`src/rtl/score_argmax_pkg.sv`:
```
// Shared types and helpers for the score argmax stage behind the adder tree.
package score_argmax_pkg;

    localparam int unsigned SCORE_W = 26;

    typedef logic signed [SCORE_W-1:0] score_t;

    // Class-index width for n classes; never narrower than one bit.
    function automatic int unsigned class_idx_w(input int unsigned n);
        return (n <= 2) ? 1 : $clog2(n);
    endfunction

endpackage

```
`src/rtl/valid_delay_line.sv`:
```
// Valid-tag shift register matched to a fixed pipeline latency, with synchronous clear.
module valid_delay_line #(
    parameter int unsigned DEPTH = 5
) (
    input  logic clk,
    input  logic rst,
    input  logic clear,
    input  logic din,
    output logic dout
);

    logic [DEPTH-1:0] taps;

    // Clear also swallows the tag entering this cycle.
    always_ff @(posedge clk) begin
        if (rst || clear) begin
            taps <= '0;
        end else begin
            taps <= DEPTH'({taps, din});
        end
    end

    assign dout = taps[DEPTH-1];

endmodule

```
`src/rtl/score_argmax.sv`:
```
// Running signed argmax over one frame of class scores, with a held valid/ack result register.
module score_argmax
    import score_argmax_pkg::*;
#(
    parameter int unsigned WIDTH        = SCORE_W,
    parameter int unsigned NUM_CLASSES  = 10,
    parameter int unsigned IDX_W        = class_idx_w(NUM_CLASSES),
    parameter int unsigned TREE_LATENCY = 5
) (
    input  logic                    clk,
    input  logic                    GlobalReset,
    input  logic                    in_valid,
    input  logic                    frame_clear,
    input  logic signed [WIDTH-1:0] Result_1,
    output logic                    out_valid,
    output logic [IDX_W-1:0]        out_class,
    output logic [WIDTH-1:0]        out_score,
    input  logic                    out_ack,
    output logic                    overrun
);

    localparam logic [IDX_W-1:0] LAST_IDX = IDX_W'(NUM_CLASSES - 1);

    logic                    score_v;
    logic [IDX_W-1:0]        cnt;
    logic [IDX_W-1:0]        best_idx;
    logic signed [WIDTH-1:0] best_score;

    logic                    take_c;
    logic                    commit_c;
    logic                    load_c;
    logic [IDX_W-1:0]        win_idx_c;
    logic signed [WIDTH-1:0] win_score_c;

    valid_delay_line #(
        .DEPTH (TREE_LATENCY)
    ) u_valid_delay (
        .clk   (clk),
        .rst   (GlobalReset),
        .clear (frame_clear),
        .din   (in_valid),
        .dout  (score_v)
    );

    // First score of a frame always seeds; later ones must strictly exceed so ties keep the lower index.
    always_comb begin
        take_c      = (cnt == '0) || (Result_1 > best_score);
        win_idx_c   = take_c ? cnt : best_idx;
        win_score_c = take_c ? Result_1 : best_score;
        commit_c    = score_v && (cnt == LAST_IDX) && !frame_clear;
        load_c      = commit_c && (!out_valid || out_ack);
    end

    always_ff @(posedge clk) begin
        if (GlobalReset || frame_clear) begin
            cnt        <= '0;
            best_idx   <= '0;
            best_score <= '0;
        end else if (score_v) begin
            cnt        <= (cnt == LAST_IDX) ? '0 : IDX_W'(cnt + 1'b1);
            best_idx   <= win_idx_c;
            best_score <= win_score_c;
        end
    end

    // A commit into a full, unacknowledged register is dropped and flagged.
    always_ff @(posedge clk) begin
        if (GlobalReset) begin
            out_valid <= 1'b0;
            out_class <= '0;
            out_score <= '0;
            overrun   <= 1'b0;
        end else if (load_c) begin
            out_valid <= 1'b1;
            out_class <= win_idx_c;
            out_score <= win_score_c;
        end else if (commit_c) begin
            overrun   <= 1'b1;
        end else if (out_valid && out_ack) begin
            out_valid <= 1'b0;
        end
    end

endmodule

```
`config.mk`:
```
export PLATFORM = sky130hd
export DESIGN_NAME = score_argmax
export DESIGN_NICKNAME = d
export VERILOG_FILES = /design/src/rtl/score_argmax_pkg.sv /design/src/rtl/valid_delay_line.sv /design/src/rtl/score_argmax.sv
export SDC_FILE = /design/constraint.sdc
export NUM_CORES = 1
export LEC_CHECK = 0
export BUFFER_PORTS_ARGS = -buffer_cell sky130_fd_sc_hd__buf_2
export CAP_MARGIN = 20
export CORE_MARGIN = 2
export CORE_UTILIZATION = 40
export DETAILED_ROUTE_END_ITERATION = 12
export PLACE_DENSITY_LB_ADDON = 0.3
export SLEW_MARGIN = 20
export SYNTH_ARGS = -nofsm -noshare
export SYNTH_HDL_FRONTEND = slang
export SYNTH_HIERARCHICAL = 1
export SYNTH_SLANG_ARGS = --single-unit
```
`constraint.sdc`:
```
create_clock -name clk -period 3.2 [get_ports clk]
set_input_delay 0.32 -clock clk [delete_from_list [all_inputs] [get_ports clk]]
set_output_delay 0.32 -clock clk [all_outputs]
set_load 0.1 [all_outputs]
```
**After elaboration in Yosys (flattened, before gate mapping)**

Cells that the tools add are included.

- Input bits: 31
- Logic and storage cells: 32
- Output and inout bits: 32
- Bits in registers: 71

- Equality and inequality tests: 2
- Mux-type cells: 6
- Bitwise logic cells: 1
- Reduce and logical (&&, ||, !) cells: 13
- Add/subtract/negate cells: 1
- Order comparisons: 1

Operator list:

| operator | count |
|---|---|
| $gt A26 B26 Y1 | 1 |
| $mux W26 | 1 |
| $mux W4 | 2 |
| $add A4 B1 Y4 const B | 1 |
| $eq A4 B4 Y1 const B | 1 |
| $logic_and A1 B1 Y1 | 4 |
| $logic_not A4 Y1 | 1 |
| $reduce_and A2 Y1 | 2 |
| $logic_or A1 B1 Y1 | 3 |
| $mux W1 | 3 |
| $logic_not A1 Y1 | 2 |
| $ne A2 B1 Y1 const B | 1 |
| $reduce_bool A2 Y1 | 1 |
| $not A1 Y1 | 1 |

**Depth between registers and ports, before layout**

- Depth after elaboration: 6
- Gate-level depth with buffers: 11
- Depth with buffers taken out: 9

**By module**

Netlist, hierarchy kept.

By module, submodules not included:

| module | cells each | times used | sequential area each (sq um) | area each (sq um) |
|---|---|---|---|---|
| score_argmax | 457 | 1 | 1,321.3 | 3,873.7 |
| valid_delay_line | 10 | 1 | 100.1 | 137.6 |

**Worst setup path before layout**

No wires, ideal clock.

- Kind: register to register
- Start: register best_score[25]
- End: register out_class[3]
- Slack: 687 ps
- Required time: 3,063 ps
- Setup time: 137 ps
- Cell stages (with the launch flop): 11
- Clock period less this slack: 2,513 ps
- Buffers on the path: 2
- Arrival: 2,376 ps
- Cells stage by stage: dfxtp_1 -> inv_1 -> ha_1 -> nand4_1 -> or4_4 -> nor2_2 -> nor3_2 -> buf_2 -> buf_4 -> nor4_2 -> a211oi_2

- Longest elaborated chain between the ends: 3

RTL lines:

| item | line | RTL |
|---|---|---|
| from (decl) | score_argmax.sv:27 | `logic signed [WIDTH-1:0] best_score;` |
| from (signal assigned) | score_argmax.sv:62 | `best_score <= win_score_c;` |
| $gt A26 B26 Y1 | score_argmax.sv:47 | `take_c = (cnt == '0) \|\| (Result_1 > best_score);` |
| $logic_or A1 B1 Y1 | score_argmax.sv:47 |  |
| $mux W4 | score_argmax.sv:48 | `win_idx_c = take_c ? cnt : best_idx;` |
| to (signal assigned) | score_argmax.sv:75 | `out_class <= win_idx_c;` |
| to (decl) | score_argmax.sv:16 | `output logic [IDX_W-1:0] out_class,` |

No other way between the ends.
A chain may end at the register's enable or synchronous reset.

**Worst setup path after layout**

- Start: register best_score[17]
- End: register out_score[0]

- Longest elaborated chain between the ends: 3

RTL lines:

| item | line | RTL |
|---|---|---|
| $gt A26 B26 Y1 | score_argmax.sv:47 |  |
| $logic_or A1 B1 Y1 | score_argmax.sv:47 |  |
| $mux W26 | score_argmax.sv:49 | `win_score_c = take_c ? Result_1 : best_score;` |
| to (signal assigned) | score_argmax.sv:76 | `out_score <= win_score_c;` |
| to (decl) | score_argmax.sv:17 | `output logic [WIDTH-1:0] out_score,` |

No other way between the ends.

==> results.md <==
- Status: complete, no violations
- Final Non-Filler Cells: around 650
- Vias: around 3800
- Hold buffers post-CTS: 0
- Synth Flop Type: dfxtp_1
- Drt drc: 0
- Layout Skew: 0.008753 ns
- Post-route clock period utilization: between 80% and 90%
- Reg clk slew, reported paths: ~0.080 ns
- Top cell type by total area after synthesis: dfxtp_1
- Synth async-reset ratio: 0%
- Power Internal: approximately 1400 µW
- Slew @ Worst Pin: a little over 1 ns
- Worst VDD drop: between 200 and 300 µV
- Sw Share: around a quarter
- Post-CTS sizing: 0
- Largest family of logic cells by synthesized area: compound AO/OA/AOI/OAI gates
- Maximum root-to-sink buffer count: 2
- Minimum clock period: 2.875 ns
- Largest net degree at the start of global routing: 55
- Pwr per Cell Area: between 300 and 400 nW/µm²
- Global route overflow: 0
- Post-Synth XOR/XNOR Area: less than 1%
- HPWL Detailed: roughly 6.6 mm
- GRT Max-Usage Layer: met2
- Post-DR vias/cell: about 5.8
- Top-area cell type share of the netlist area: 35.43%
- Antenna diode count: 0
- Initial drt markers: 185
- Setup bufs post-CTS: 0
- Clock power share: 44.4%
- Share of cells above drive strength 1: between 20% and 30%
- # port buffers: 62
- Count of cell types in the netlist: 45
- Crit end category: flip-flop
- Total power: around 1900 µW
- Seq/Total Area, Yosys: ~35%
- Post-Syn Area: ~4000 µm²
- RePlAce Congestion: around 0.83
- Final setup fails: 0
- Cells after DPL: approximately 630
- Max Slew Vio Count: 0
- Skew-Pair Late Insertion Delay: about 0.35 ns
- ANT nets after route: 0
- CTS Sinks: 71
- Max-Cap Viols: 0
- Power share of the sequential group: between 40% and 50%
- Worst Hold Depth: 2
- #FFs+latches synth: between 70 and 80
- Crit path max fanout: 15
- Die width: 104.1 µm
- Initial DRT Pass Iterations: 4
- FP Rows: 36
- H-tree depth: 3
- Mean Syn Cell Area: 8.590 µm²
- Fin. Hold Viols: 0
- Post-synthesis adder-cell area fraction: between 8 and 9%
- Critical Path RT: 3.46 ns
- Vias in the first global route: roughly 3700
- Fmax: ~0.35 GHz
- Final wirelength: around 10 mm
- Initial Util: between 40 and 50%
- GR met2 Demand/Resource: a little under a third
- Simple-gate area share of the yosys netlist: 11.01%
- Mux cell area share after synthesis: less than 1%
- Slew margin rel.: 32.18%
- Syn Inst Count: roughly 470
- RSZ-0062 raised after global routing: no
- Routed length per instance: roughly 16 µm
- Pleak: 0.001585 µW
- Comb power frac: 8.2%
- Psw: 442.8 µW
- Io pins: 63
- Critical path class: reg2reg
- Initial antenna violation count: 0
- Final setup TNS: 0 ns
- Global-route wire length before repair: roughly 18 mm
- WP data arrival: 3.13 ns
- M3 GR Usage: 4.073%
- Clock root cell: clkbuf_8
- Die area: about 11000 µm²
- Worst hold path type: in2reg
- Core Region: around 9800 µm²
- Critical path launch point type: flip-flop
- Synth top area cells: dfxtp_1 (35%), o31ai_1 (10%), ha_1 (8.1%)
- Grt met1 use: 27.16%
- Synth Area in Compound Gates: roughly 36%
- Area Growth Syn to Fin: 17.16%
- Post-synth EDFFs: 0
- Yosys warns: 6
- Synth Net Count: 524
- CTS tree: built
- GR Util All Layers: slightly below 20%
- Die Y: around 100 µm
- # nets final: about 570
- Total CTS buffers: 9
- R2R depth: 11
## power groups by stage
stage / clock, µW / sequential, µW / combinational, µW
after floorplan: 0 / 904 / 87.8
after detailed placement: 0 / 904 / 149
final: 827 / 884 / 153
after CTS: 851 / 884 / 149
after global routing: 885 / 884 / 172
after global placement: 0 / 904 / 147
## sequential cells by signal, indices dropped and copies added (netlist names)
signal and flops:
out_valid 1, u_valid_delay/taps 5, best_idx 4, cnt 4, best_score 26, out_class 4, overrun 1, out_score 26
## layer usage
layer / vias to the layer above / share of wire (%)
met2: 97 / 46
met1: 1788 / 48
met4: 0 / 1.5
met5: - / 0
li1: 1879 / -
met3: 17 / 4.5
## synthesized netlist by cell type, types with 2 or more instances
cell type	instances
ha_1	26
nor3_1	4
o31ai_1	55
a211oi_2	2
a21oi_1	41
o211ai_1	3
buf_6	3
nor4_2	2
clkbuf_1	32
a31oi_1	4
or4_1	2
nand3_1	6
nand2_1	7
nor2b_1	3
a211oi_1	3
nand2b_1	3
buf_4	8
nor3b_1	6
buf_2	7
nand4_1	6
o21bai_1	5
o21ai_1	10
o311ai_0	27
inv_1	29
a311oi_1	23
nor2_1	37
dfxtp_1	71
buf_1	2
o21ai_0	24
## worst max-delay path, cell delays in order, from the launching register on
cell	delay, ns
dfxtp_1	0.36
inv_1	0.06
ha_1	0.30
a21oi_1	0.15
o21ai_0	0.12
a221oi_1	0.31
o211ai_1	0.21
buf_4	0.19
mux2i_4	0.25
buf_4	0.23
or3_1	0.35
a311oi_1	0.25
## cells by family after synthesis
group,after synthesis
compound gates,202
simple gates,84
buf+inv,81
flops,71
fa+ha+maj,26
xor+xnor,2
mux,1
## per-stage QoR
step                      hold slack (ns)  setup slack [ns]  area [µm²]  util (%)
final                              0.2277            0.3252        4700     48.08
after global routing               0.2190            0.1821        4700     48.08
after CTS                          0.2075            0.1724        4671     47.79
after detailed placement           0.4511            0.1187        4439     45.42
after global placement             0.4440            0.2530        4439     45.42
after floorplan                    0.3951            0.6874        4011         -
## layout by cell type, fill, tap and decap left out, types with 5 or more instances in the layout
| cell type | netlist | layout |
|---|---|---|
| a21oi_1 | 41 | 41 |
| clkbuf_8 | 0 | 11 |
| nor2_1 | 37 | 37 |
| nand3_1 | 6 | 6 |
| o21bai_1 | 5 | 5 |
| ha_1 | 26 | 26 |
| o31ai_1 | 55 | 55 |
| buf_4 | 8 | 17 |
| nand4_1 | 6 | 6 |
| nand2_1 | 7 | 7 |
| nor3b_1 | 6 | 6 |
| o311ai_0 | 27 | 27 |
| buf_2 | 7 | 62 |
| inv_1 | 29 | 29 |
| dfxtp_1 | 71 | 71 |
| o21ai_0 | 24 | 24 |
| a311oi_1 | 23 | 23 |
| o21ai_1 | 10 | 10 |
## layout make-up
class	count	area, µm²
Clock inverter	5	80.08
Multi-Input combinational cell	316	2273
Timing Repair Buffer	82	498.0
Tap cell	133	166.4
Clock buffer	11	151.4
Sequential cell	71	1421
Inverter	29	108.9
Fill cell	943	5075
## worst paths after layout
| kind | from | slack, ns | endpoint |
|---|---|---|---|
| worst max-delay path | best_score[17] | 0.33 | out_score[0] |
| worst max register to register | best_score[17] | 0.33 | out_score[0] |
| worst min-delay path | in_valid | 0.23 | u_valid_delay/taps[0] |
| worst min register to register | u_valid_delay/taps[1] | 0.46 | u_valid_delay/taps[2] |
Power figures use the tool's default switching activity.
